$ cat config.mk
export PLATFORM = sky130hd
export DESIGN_NAME = seg7_scan_driver
export DESIGN_NICKNAME = d
export VERILOG_FILES = /design/src/rtl/seg7_scan_driver.sv
export SDC_FILE = /design/constraint.sdc
export NUM_CORES = 1
export LEC_CHECK = 0
export CAP_MARGIN = 20
export CELL_PAD_IN_SITES_DETAIL_PLACEMENT = 1
export CELL_PAD_IN_SITES_GLOBAL_PLACEMENT = 1
export CORE_UTILIZATION = 35
export CTS_CLUSTER_DIAMETER = 150
export DETAILED_ROUTE_END_ITERATION = 8
export GPL_TIMING_DRIVEN = 0
export MAX_ROUTING_LAYER = met4
export PLACE_DENSITY = 0.81
export SLEW_MARGIN = 30
export SYNTH_ARGS = -nofsm -noshare
export SYNTH_HDL_FRONTEND = slang
export SYNTH_SLANG_ARGS = --single-unit
export TNS_END_PERCENT = 20
$ cat constraint.sdc
create_clock -name clk_in -period 4.65 [get_ports clk_in]
set_clock_uncertainty 0.05 [all_clocks]
set_input_delay 0.93 -clock clk_in [delete_from_list [all_inputs] [get_ports clk_in]]
set_output_delay 0.93 -clock clk_in [all_outputs]
set_load 0.005 [all_outputs]
$ cat src/rtl/seg7_scan_driver.sv
// Time-multiplexed N-digit hex driver for a common-anode 7-segment display.
// The divided scan clock is synchronized and edge-detected on clk_in to pace the digits.
module seg7_scan_driver #(
    parameter int unsigned N_DIGITS     = 8,
    parameter int unsigned GUARD_CYCLES = 4,
    parameter int unsigned LZ_BLANK     = 1
) (
    input  logic                        clk_in,
    input  logic                        reset,
    input  logic                        scan_clk,
    input  logic [4*N_DIGITS-1:0]       value,
    input  logic [N_DIGITS-1:0]         dp_mask,
    output logic [N_DIGITS-1:0]         anodes,
    output logic [6:0]                  segments,
    output logic                        dp,
    output logic [$clog2(N_DIGITS)-1:0] digit_idx
);

    localparam int unsigned IDX_W = $clog2(N_DIGITS);
    localparam int unsigned VAL_W = 4 * N_DIGITS;
    localparam int unsigned CNT_W = (GUARD_CYCLES > 0) ? $clog2(GUARD_CYCLES + 1) : 1;
    localparam logic [IDX_W-1:0] LAST_IDX = IDX_W'(N_DIGITS - 1);
    localparam logic [CNT_W-1:0] CNT_LAST = CNT_W'(GUARD_CYCLES - 1);

    typedef enum logic [1:0] {
        IDLE  = 2'd0,
        SHOW  = 2'd1,
        BLANK = 2'd2
    } state_t;

    state_t             state;
    logic               scan_meta;
    logic               scan_sync;
    logic               scan_prev;
    logic [CNT_W-1:0]   guard_cnt;
    logic [VAL_W-1:0]   shadow_val;
    logic [N_DIGITS-1:0] shadow_dp;

    logic                tick_c;
    logic                wrap_c;
    logic                capture_c;
    logic [IDX_W-1:0]    next_idx_c;
    logic [IDX_W-1:0]    show_idx_c;
    logic [VAL_W-1:0]    src_val_c;
    logic [N_DIGITS-1:0] src_dp_c;
    logic [N_DIGITS-1:0] show_an_c;
    logic [6:0]          show_seg_c;
    logic                show_dp_c;

    function automatic logic [6:0] hex7(input logic [3:0] nib);
        logic [6:0] seg;
        case (nib)
            4'h0: seg = 7'b1000000;
            4'h1: seg = 7'b1111001;
            4'h2: seg = 7'b0100100;
            4'h3: seg = 7'b0110000;
            4'h4: seg = 7'b0011001;
            4'h5: seg = 7'b0010010;
            4'h6: seg = 7'b0000010;
            4'h7: seg = 7'b1111000;
            4'h8: seg = 7'b0000000;
            4'h9: seg = 7'b0010000;
            4'hA: seg = 7'b0001000;
            4'hB: seg = 7'b0000011;
            4'hC: seg = 7'b1000110;
            4'hD: seg = 7'b0100001;
            4'hE: seg = 7'b0000110;
            default: seg = 7'b0001110;
        endcase
        return seg;
    endfunction

    // Segment pattern for one digit, blanking it when it and every higher nibble are zero.
    function automatic logic [6:0] digit_segs(input logic [VAL_W-1:0] v,
                                              input logic [IDX_W-1:0] idx);
        logic [3:0] nib;
        logic       upper_zero;
        nib        = 4'h0;
        upper_zero = 1'b1;
        for (int i = 0; i < int'(N_DIGITS); i++) begin
            if (i == int'(idx)) nib = v[4*i +: 4];
            if ((i >= int'(idx)) && (v[4*i +: 4] != 4'h0)) upper_zero = 1'b0;
        end
        if ((LZ_BLANK != 0) && (idx != '0) && upper_zero) return 7'h7F;
        return hex7(nib);
    endfunction

    // Shadow is reloaded only when the scan starts a new frame at digit 0.
    always_comb begin
        tick_c     = scan_sync & ~scan_prev;
        wrap_c     = (digit_idx == LAST_IDX);
        next_idx_c = wrap_c ? '0 : digit_idx + IDX_W'(1);
        capture_c  = tick_c && ((state == IDLE) || ((state == SHOW) && wrap_c));
        src_val_c  = capture_c ? value : shadow_val;
        src_dp_c   = capture_c ? dp_mask : shadow_dp;
        show_idx_c = digit_idx;
        if (state == IDLE)      show_idx_c = '0;
        else if (state == SHOW) show_idx_c = next_idx_c;
        show_an_c  = ~(N_DIGITS'(1) << show_idx_c);
        show_seg_c = digit_segs(src_val_c, show_idx_c);
        show_dp_c  = ~src_dp_c[show_idx_c];
    end

    always_ff @(posedge clk_in or negedge reset) begin
        if (!reset) begin
            state      <= IDLE;
            scan_meta  <= 1'b0;
            scan_sync  <= 1'b0;
            scan_prev  <= 1'b0;
            guard_cnt  <= '0;
            shadow_val <= '0;
            shadow_dp  <= '0;
            digit_idx  <= '0;
            anodes     <= '1;
            segments   <= 7'h7F;
            dp         <= 1'b1;
        end else begin
            scan_meta <= scan_clk;
            scan_sync <= scan_meta;
            scan_prev <= scan_sync;
            if (capture_c) begin
                shadow_val <= value;
                shadow_dp  <= dp_mask;
            end
            case (state)
                IDLE: begin
                    if (tick_c) begin
                        digit_idx <= '0;
                        guard_cnt <= '0;
                        if (GUARD_CYCLES == 0) begin
                            state    <= SHOW;
                            anodes   <= show_an_c;
                            segments <= show_seg_c;
                            dp       <= show_dp_c;
                        end else begin
                            state <= BLANK;
                        end
                    end
                end
                SHOW: begin
                    if (tick_c) begin
                        digit_idx <= next_idx_c;
                        guard_cnt <= '0;
                        if (GUARD_CYCLES == 0) begin
                            anodes   <= show_an_c;
                            segments <= show_seg_c;
                            dp       <= show_dp_c;
                        end else begin
                            state    <= BLANK;
                            anodes   <= '1;
                            segments <= 7'h7F;
                            dp       <= 1'b1;
                        end
                    end
                end
                BLANK: begin
                    // Ticks landing in the gap are intentionally ignored.
                    if (guard_cnt == CNT_LAST) begin
                        state    <= SHOW;
                        anodes   <= show_an_c;
                        segments <= show_seg_c;
                        dp       <= show_dp_c;
                    end else begin
                        guard_cnt <= guard_cnt + CNT_W'(1);
                    end
                end
                default: begin
                    state    <= IDLE;
                    anodes   <= '1;
                    segments <= 7'h7F;
                    dp       <= 1'b1;
                end
            endcase
        end
    end

endmodule

==> flow_metrics.env, run 1 <==
export IMPL_outcome="finished clean"
export IMPL_final_hold_viol_count=0
export IMPL_synth_top_cell_area_share_pct=35.0
export IMPL_syn2layout_area_growth_pct=26.5
export IMPL_ys_seq_area_share_pct=46.5
export IMPL_drc_errors=0
export IMPL_globalplace_congestion=0.919
export IMPL_post_cts_repair_setup_buffers=0
export IMPL_detail_route_vias_per_cell=5.46
export IMPL_cts_buffer_depth=2
export IMPL_routedWlPerCell_um=18.4
export IMPL_swShare_pct=39.0
export IMPL_insertion_delay_of_the_later_clocked_pin_in_the_worst_skew_pair_ps=360
export IMPL_ctsResizeCount=0
export IMPL_synthFlopType="sky130_fd_sc_hd__dfrtp_1"
export IMPL_drt_first_iter_violations=137
export IMPL_cell_internal_pwr_mw=1.70
export IMPL_synthesis_area_um2=3650
export IMPL_worst_pin_slew_ps=646
export IMPL_synth_top_family_by_area="simple AND/OR/NAND/NOR gates"
export IMPL_initial_utilization_pct=36.6
export IMPL_finish_net_count=508
export IMPL_post_route_min_period_ps=4260
export IMPL_edff_count_synth=0
export IMPL_pin_count=62
export IMPL_synth_most_common_cell="sky130_fd_sc_hd__nand2_1"
export IMPL_synth_area_top_cells="sky130_fd_sc_hd__dfrtp_1 (35%), sky130_fd_sc_hd__dfstp_2 (12%), sky130_fd_sc_hd__nand2_1 (11%), sky130_fd_sc_hd__mux2_2 (3.7%), sky130_fd_sc_hd__ha_1 (3.4%)"
export IMPL_synth_nets=435
export IMPL_synth_top_cells_by_count="sky130_fd_sc_hd__nand2_1 (103), sky130_fd_sc_hd__dfrtp_1 (51), sky130_fd_sc_hd__nor2_1 (18)"
export IMPL_finalCoreUtilization_pct=46.3
export IMPL_multi_input_area_um2=1800
export IMPL_timing_setup_critical_path_class="reg2reg"
export IMPL_dieArea_um2=10800
export IMPL_initial_antenna_violation_count=0
export IMPL_cts_inserted_buffers=9
export IMPL_global_route_overflow_total=0
export IMPL_post_synth_top_area_cell="sky130_fd_sc_hd__dfrtp_1"
export IMPL_grtUsageTotal_pct=21.8
export IMPL_final_seq_area_um2=1700
export IMPL_p_sw_mw=1.09
export IMPL_average_cell_area_after_synthesis_um2=9.54
export IMPL_die_width_um=104
export IMPL_drt_pre_antenna_iters=5
export IMPL_critical_path_peak_fanout=10
export IMPL_maximum_clock_frequency_mhz=235
export IMPL_share_comb_of_total_power_pct=46.6
export IMPL_grt_pass1_wl_um=17900
export IMPL_coreArea_um2=9950
export IMPL_wl_um=10900
export IMPL_maxCapViolCount=0
export IMPL_first_global_vias=3520
export IMPL_setup_viol=0
export IMPL_layout_filler_cell_count=1166
export IMPL_leakagePower_nw=1.99
export IMPL_synth_compound_area_share_pct=13.4
export IMPL_synthArstFlopShare_pct=100
export IMPL_htree_levels=3
export IMPL_timing_final_max_slew_violations=0
export IMPL_slew_headroom_pct=56.5
export IMPL_cts_tree="done"
export IMPL_layout_cells_sized_above_1_pct=14.3
export IMPL_holdBufCountCts=0
export IMPL_vias=3238
export IMPL_setup_tns_final_ps=0
export IMPL_synthDistinctLibCells=57
export IMPL_critPathArrivalTime_ps=4500
export IMPL_share_clk_of_total_power_pct=16.1
export IMPL_syn_inst=382
export IMPL_cp_data_required_time_ps=4890
export IMPL_rsz_0062_raised_after_global_routing="no"
export IMPL_synth_warnings=0
export IMPL_critPathLaunchType="flip-flop"
export IMPL_mux_cell_area_share_after_synthesis_pct=9.64
export IMPL_post_synth_and_or_nand_nor_area_fraction_pct=22.3
export IMPL_grt_start_max_net_pins=35
export IMPL_antenna_fix_cells=0
export IMPL_row_count=36
export IMPL_period_share_pct=91.7
export IMPL_p_seq_share_pct=37.3
export IMPL_critPathCaptureType="flip-flop"
export IMPL_post_synth_xor_area_fraction_pct=0.480
export IMPL_detail_route_antenna_nets=0
export IMPL_chipHeight_um=104
export IMPL_power_per_cell_area_nw_per_um2=604
export IMPL_clock_sinks=67
export IMPL_synth_adder_area_share_pct=3.43
export IMPL_dp_hpwl_um=8180
export IMPL_min_delay_path_class="reg2reg"
export IMPL_clk_pin_slew_worst_paths_ps=70
export IMPL_placement_io_buffers=61
export IMPL_yosys_register_bits=67
export IMPL_cts_root_buf="sky130_fd_sc_hd__clkbuf_8"
export IMPL_maximum_resistive_drop_on_vdd_mv=0.181
sequential cells by signal, indices dropped and copies added, names as in the netlist:
signal and flops:
shadow_val 32, shadow_dp 8, dp 1, scan_prev 1, digit_idx 3, scan_sync 1
segments 7, anodes 8, scan_meta 1, state 2, guard_cnt 3
placed cells by master, fill, tap and decap left out, types with 4 or more instances in the layout:
| cell | Yosys | final |
|---|---|---|
| sky130_fd_sc_hd__o211ai_1 | 8 | 8 |
| sky130_fd_sc_hd__clkbuf_1 | 12 | 15 |
| sky130_fd_sc_hd__a31oi_1 | 7 | 7 |
| sky130_fd_sc_hd__o21ai_1 | 8 | 8 |
| sky130_fd_sc_hd__a21oi_1 | 10 | 10 |
| sky130_fd_sc_hd__clkbuf_8 | 0 | 11 |
| sky130_fd_sc_hd__buf_6 | 4 | 4 |
| sky130_fd_sc_hd__buf_2 | 4 | 4 |
| sky130_fd_sc_hd__mux4_2 | 4 | 4 |
| sky130_fd_sc_hd__nand2b_1 | 4 | 4 |
| sky130_fd_sc_hd__o22a_1 | 4 | 4 |
| sky130_fd_sc_hd__dfrtp_1 | 51 | 51 |
| sky130_fd_sc_hd__nand3_1 | 14 | 14 |
| sky130_fd_sc_hd__o32a_1 | 6 | 6 |
| sky130_fd_sc_hd__mux2i_1 | 10 | 10 |
| sky130_fd_sc_hd__o21ai_0 | 9 | 9 |
| sky130_fd_sc_hd__ha_1 | 10 | 10 |
| sky130_fd_sc_hd__nor2_1 | 18 | 18 |
| sky130_fd_sc_hd__inv_1 | 9 | 9 |
| sky130_fd_sc_hd__dfstp_2 | 16 | 16 |
| sky130_fd_sc_hd__mux2_2 | 12 | 12 |
| sky130_fd_sc_hd__nand2_1 | 103 | 103 |
| sky130_fd_sc_hd__clkdlybuf4s50_1 | 0 | 60 |
| sky130_fd_sc_hd__nor4_1 | 13 | 13 |
final cells by class:
class	instances	area share (%)
clock inverters	2	0.217
repair buffers	62	13.6
flip-flops and latches	67	36.8
inverters	9	0.732
clock buffers	14	3.53
well taps	133	3.61
plain buffers	22	2.55
multi-input cells	284	39.0
worst max-delay path, cell delays in order, from the launching register on:
cell and delay, ps:
sky130_fd_sc_hd__dfrtp_1 470, sky130_fd_sc_hd__ha_1 240, sky130_fd_sc_hd__ha_1 210, sky130_fd_sc_hd__or4b_1 570
sky130_fd_sc_hd__and2_1 180, sky130_fd_sc_hd__clkbuf_1 190, sky130_fd_sc_hd__buf_2 270, sky130_fd_sc_hd__mux4_2 260
sky130_fd_sc_hd__o22ai_1 90, sky130_fd_sc_hd__a31oi_1 420, sky130_fd_sc_hd__inv_1 200, sky130_fd_sc_hd__ha_1 350
sky130_fd_sc_hd__inv_1 50, sky130_fd_sc_hd__mux4_2 440, sky130_fd_sc_hd__o22a_1 190
logic make-up (layout without fill, tap and decap cells):
group | count (synthesis) | after routing
buffers and inverters | 31 | 109
multiplexers | 28 | 28
adder cells (fa/ha/maj) | 10 | 10
XOR/XNOR | 2 | 2
AO/OA/AOI/OAI | 70 | 70
AND/OR/NAND/NOR | 174 | 174
flip-flops | 67 | 67
layer usage:
metal,vias to the layer above,GRT usage [%],share of wire (%)
li1,1510,-,-
met1,1619,27.0,46
met2,85,35.0,48
met3,24,3.07,3.7
met4,0,10.9,2.7
met5,-,-,0
worst paths after layout:
check | depth (start not counted) | endpoint | slack, ps | startpoint
max in group asynchronous | 2 | anodes[0] | 3490 | reset
worst min-delay path | 0 | scan_sync | 300 | scan_meta
worst min register to register | 0 | scan_sync | 300 | scan_meta
worst max-delay path | 14 | segments[3] | 390 | digit_idx[0]
worst max register to register | 14 | segments[3] | 390 | digit_idx[0]
min in group asynchronous | 1 | shadow_dp[7] | 470 | reset
metrics by stage:
| step | worst slack [ps] | std cells | total power, mW | cell area [um^2] | hold WS (ps) |
|---|---|---|---|---|---|
| after floorplan | 988 | 382 | 1.86 | 3650 | 281 |
| after global placement | 336 | 576 | 2.26 | 4420 | 284 |
| after detailed placement | 409 | 577 | 2.34 | 4440 | 286 |
| after CTS | 396 | 593 | 2.80 | 4610 | 301 |
| after global routing | 176 | 593 | 2.98 | 4610 | 311 |
| final | 388 | 593 | 2.79 | 4610 | 298 |
power groups by stage:
| stage | Sequential [mW] | Combinational (mW) | Clock [mW] |
|---|---|---|---|
| 4_1_cts | 1.04 | 1.30 | 0.459 |
| 3_3_place_gp | 1.03 | 1.23 | 0 |
| 5_1_grt | 1.07 | 1.43 | 0.479 |
| 2_1_floorplan | 0.999 | 0.863 | 0 |
| 6_report | 1.04 | 1.30 | 0.448 |
| 3_5_place_dp | 1.05 | 1.28 | 0 |
Power figures use the tool's default switching activity.
==> run 2, diff against run 1 <==
Settings changed: CTS_BUF_LIST set to sky130_fd_sc_hd__clkbuf_8.
==> run 2 against run 1 <==
Critical path type unchanged. Routed wire length fell by 0.44%. Flip-flop and latch count did not move. Combinational power barely moved. Register-to-register slack barely moved. Highest routed layer unchanged. Clock power shrank 0.9%. Largest power group unchanged. Die area unchanged.
==> flow_metrics.env, run 2 (synthesized netlist as in run 1, its figures left out) <==
export IMPL_r2r_path_start="digit_idx[0]"
export IMPL_grtUsageMet3_pct=3.07
export IMPL_die_width_um=104
export IMPL_cts_inserted_buffers=9
export IMPL_cts_tree="done"
export IMPL_startpoint_of_the_lowest_slack_hold_path="scan_meta"
export IMPL_row_count=36
export IMPL_routedWlPerCell_um=18.4
export IMPL_layoutNonFillerInstCount=593
export IMPL_crit_slowest_cell="sky130_fd_sc_hd__or4b_1"
export IMPL_initial_utilization_pct=36.6
export IMPL_drc_errors=0
export IMPL_most_common_layout_cells="sky130_fd_sc_hd__nand2_1 (103), sky130_fd_sc_hd__clkdlybuf4s50_1 (60), sky130_fd_sc_hd__dfrtp_1 (51), sky130_fd_sc_hd__nor2_1 (18), sky130_fd_sc_hd__dfstp_2 (16)"
export IMPL_cpLargestDelayFamily="adder cells"
export IMPL_critPathLaunchType="flip-flop"
export IMPL_rr_worst_depth=14
export IMPL_critical_path_peak_fanout=10
export IMPL_r2r_slack_ps=380
export IMPL_timing_final_max_slew_violations=0
export IMPL_worstHoldPathCells=0
export IMPL_grt_pass1_wl_um=17900
export IMPL_setup_tns_final_ps=0
export IMPL_critPathArrivalTime_ps=4500
export IMPL_wl_um=10900
export IMPL_post_place_ws_ps=409
export IMPL_grt_use_met2_pct=35.0
export IMPL_clock_sinks=67
export IMPL_worst_path_buf_inv=4
export IMPL_placement_io_buffers=61
export IMPL_detail_route_vias_per_cell=5.47
export IMPL_period_share_pct=91.8
export IMPL_final_common_cell="sky130_fd_sc_hd__nand2_1"
export IMPL_most_crowded_layer_after_global_routing="met2"
export IMPL_antenna_fix_cells=0
export IMPL_dieArea_um2=10800
export IMPL_critPathCaptureType="flip-flop"
export IMPL_timing_rr_end="segments[3]"
export IMPL_grt_met1_usage_pct=27.0
export IMPL_first_global_vias=3520
export IMPL_rsz_0062_raised_after_global_routing="no"
export IMPL_grtUsageTotal_pct=21.8
export IMPL_largest_register_ffs=32
export IMPL_crit_path_max_incr_delay_ps=570
export IMPL_power_per_cell_area_nw_per_um2=603
export IMPL_outcome="finished clean"
export IMPL_final_hold_viol_count=0
export IMPL_htree_levels=3
export IMPL_cts_buffer_depth=2
export IMPL_hold_worst_slack_ps=299
export IMPL_clk_pin_slew_worst_paths_ps=70
export IMPL_drt_pre_antenna_iters=4
export IMPL_chipHeight_um=104
export IMPL_slew_headroom_pct=57.6
export IMPL_layout_cells_sized_above_1_pct=14.3
export IMPL_worstHoldEndpoint="scan_sync"
export IMPL_globalplace_congestion=0.919
export IMPL_vias=3244
export IMPL_post_route_min_period_ps=4270
export IMPL_detail_route_antenna_nets=0
export IMPL_min_delay_path_class="reg2reg"
export IMPL_cp_data_required_time_ps=4880
export IMPL_setup_viol=0
export IMPL_dp_hpwl_um=8180
export IMPL_layout_top_registers="shadow_val x32, anodes x8, shadow_dp x8"
export IMPL_grt_start_max_net_pins=35
export IMPL_maxCapViolCount=0
export IMPL_global_route_overflow_total=0
export IMPL_insertion_delay_of_the_later_clocked_pin_in_the_worst_skew_pair_ps=350
export IMPL_drt_first_iter_violations=144
export IMPL_crit_chain="ha_1, ha_1, or4b_1, and2_1, clkbuf_1, buf_2, mux4_2, o22ai_1, a31oi_1, inv_1, ha_1, inv_1, mux4_2, o22a_1"
export IMPL_place_detailed_instances=577
export IMPL_finish_net_count=508
export IMPL_final_critical_path_setup_slack_ps=383
export IMPL_holdBufCountCts=0
export IMPL_pin_count=62
export IMPL_critical_path_top_cell_by_count="sky130_fd_sc_hd__ha_1"
export IMPL_cts_root_buf="sky130_fd_sc_hd__clkbuf_8"
export IMPL_maximum_resistive_drop_on_vdd_mv=0.181
export IMPL_coreArea_um2=9950
export IMPL_ctsResizeCount=0
export IMPL_initial_antenna_violation_count=0
export IMPL_timing_setup_critical_path_class="reg2reg"
export IMPL_regMostFlops="shadow_val"
export IMPL_post_cts_repair_setup_buffers=0
export IMPL_worst_pin_slew_ps=629
export IMPL_maximum_clock_frequency_mhz=234
export IMPL_syn2layout_area_growth_pct=26.5
export IMPL_fin_total_pwr_mw=2.78
export IMPL_leakagePower_nw=2.00
## run 2: cell count changes in the layout (fill, tap and decap cells not counted), sizes merged
| cell | change |
|---|---|
| inv | +3 |
| clkbuf | -3 |
## run 2: worst max path at each step
stage	from	end	slack (ps)	cells after the start
after floorplan	digit_idx[0]	segments[3]	990	14
after global placement	reset	shadow_val[22]	340	1
after detailed placement	digit_idx[0]	segments[3]	410	14
after CTS	digit_idx[0]	segments[3]	400	14
after global routing	digit_idx[0]	segments[3]	180	14
final	digit_idx[0]	segments[3]	380	14
## run 2: area by class of cell
type	instances	area, um^2
fill	1166	5340
clock inverter	5	21.3
sequential	67	1700
inverter	9	33.8
clock buffer	11	151
multi-input combinational	284	1800
buffer	22	118
timing repair buffer	62	628
tap	133	166
## run 2: metrics by stage
step                      area (um^2)  util (%)
final                            4610      46.3
after global routing             4610      46.3
after CTS                        4610      46.3
after detailed placement         4440      44.6
after global placement           4420      44.4
after floorplan                  3650         -
## run 2: report_power, final
part	switching [mW]	internal [mW]
clock	0.228	0.215
combinational	0.695	0.602
sequential	0.164	0.876
total	1.09	1.69
## run 2: metal layers
metal	up-vias	wire [um]
met3	25	358
met1	1628	5040
met4	0	315
met2	82	5170
li1	1509	-
met5	-	0
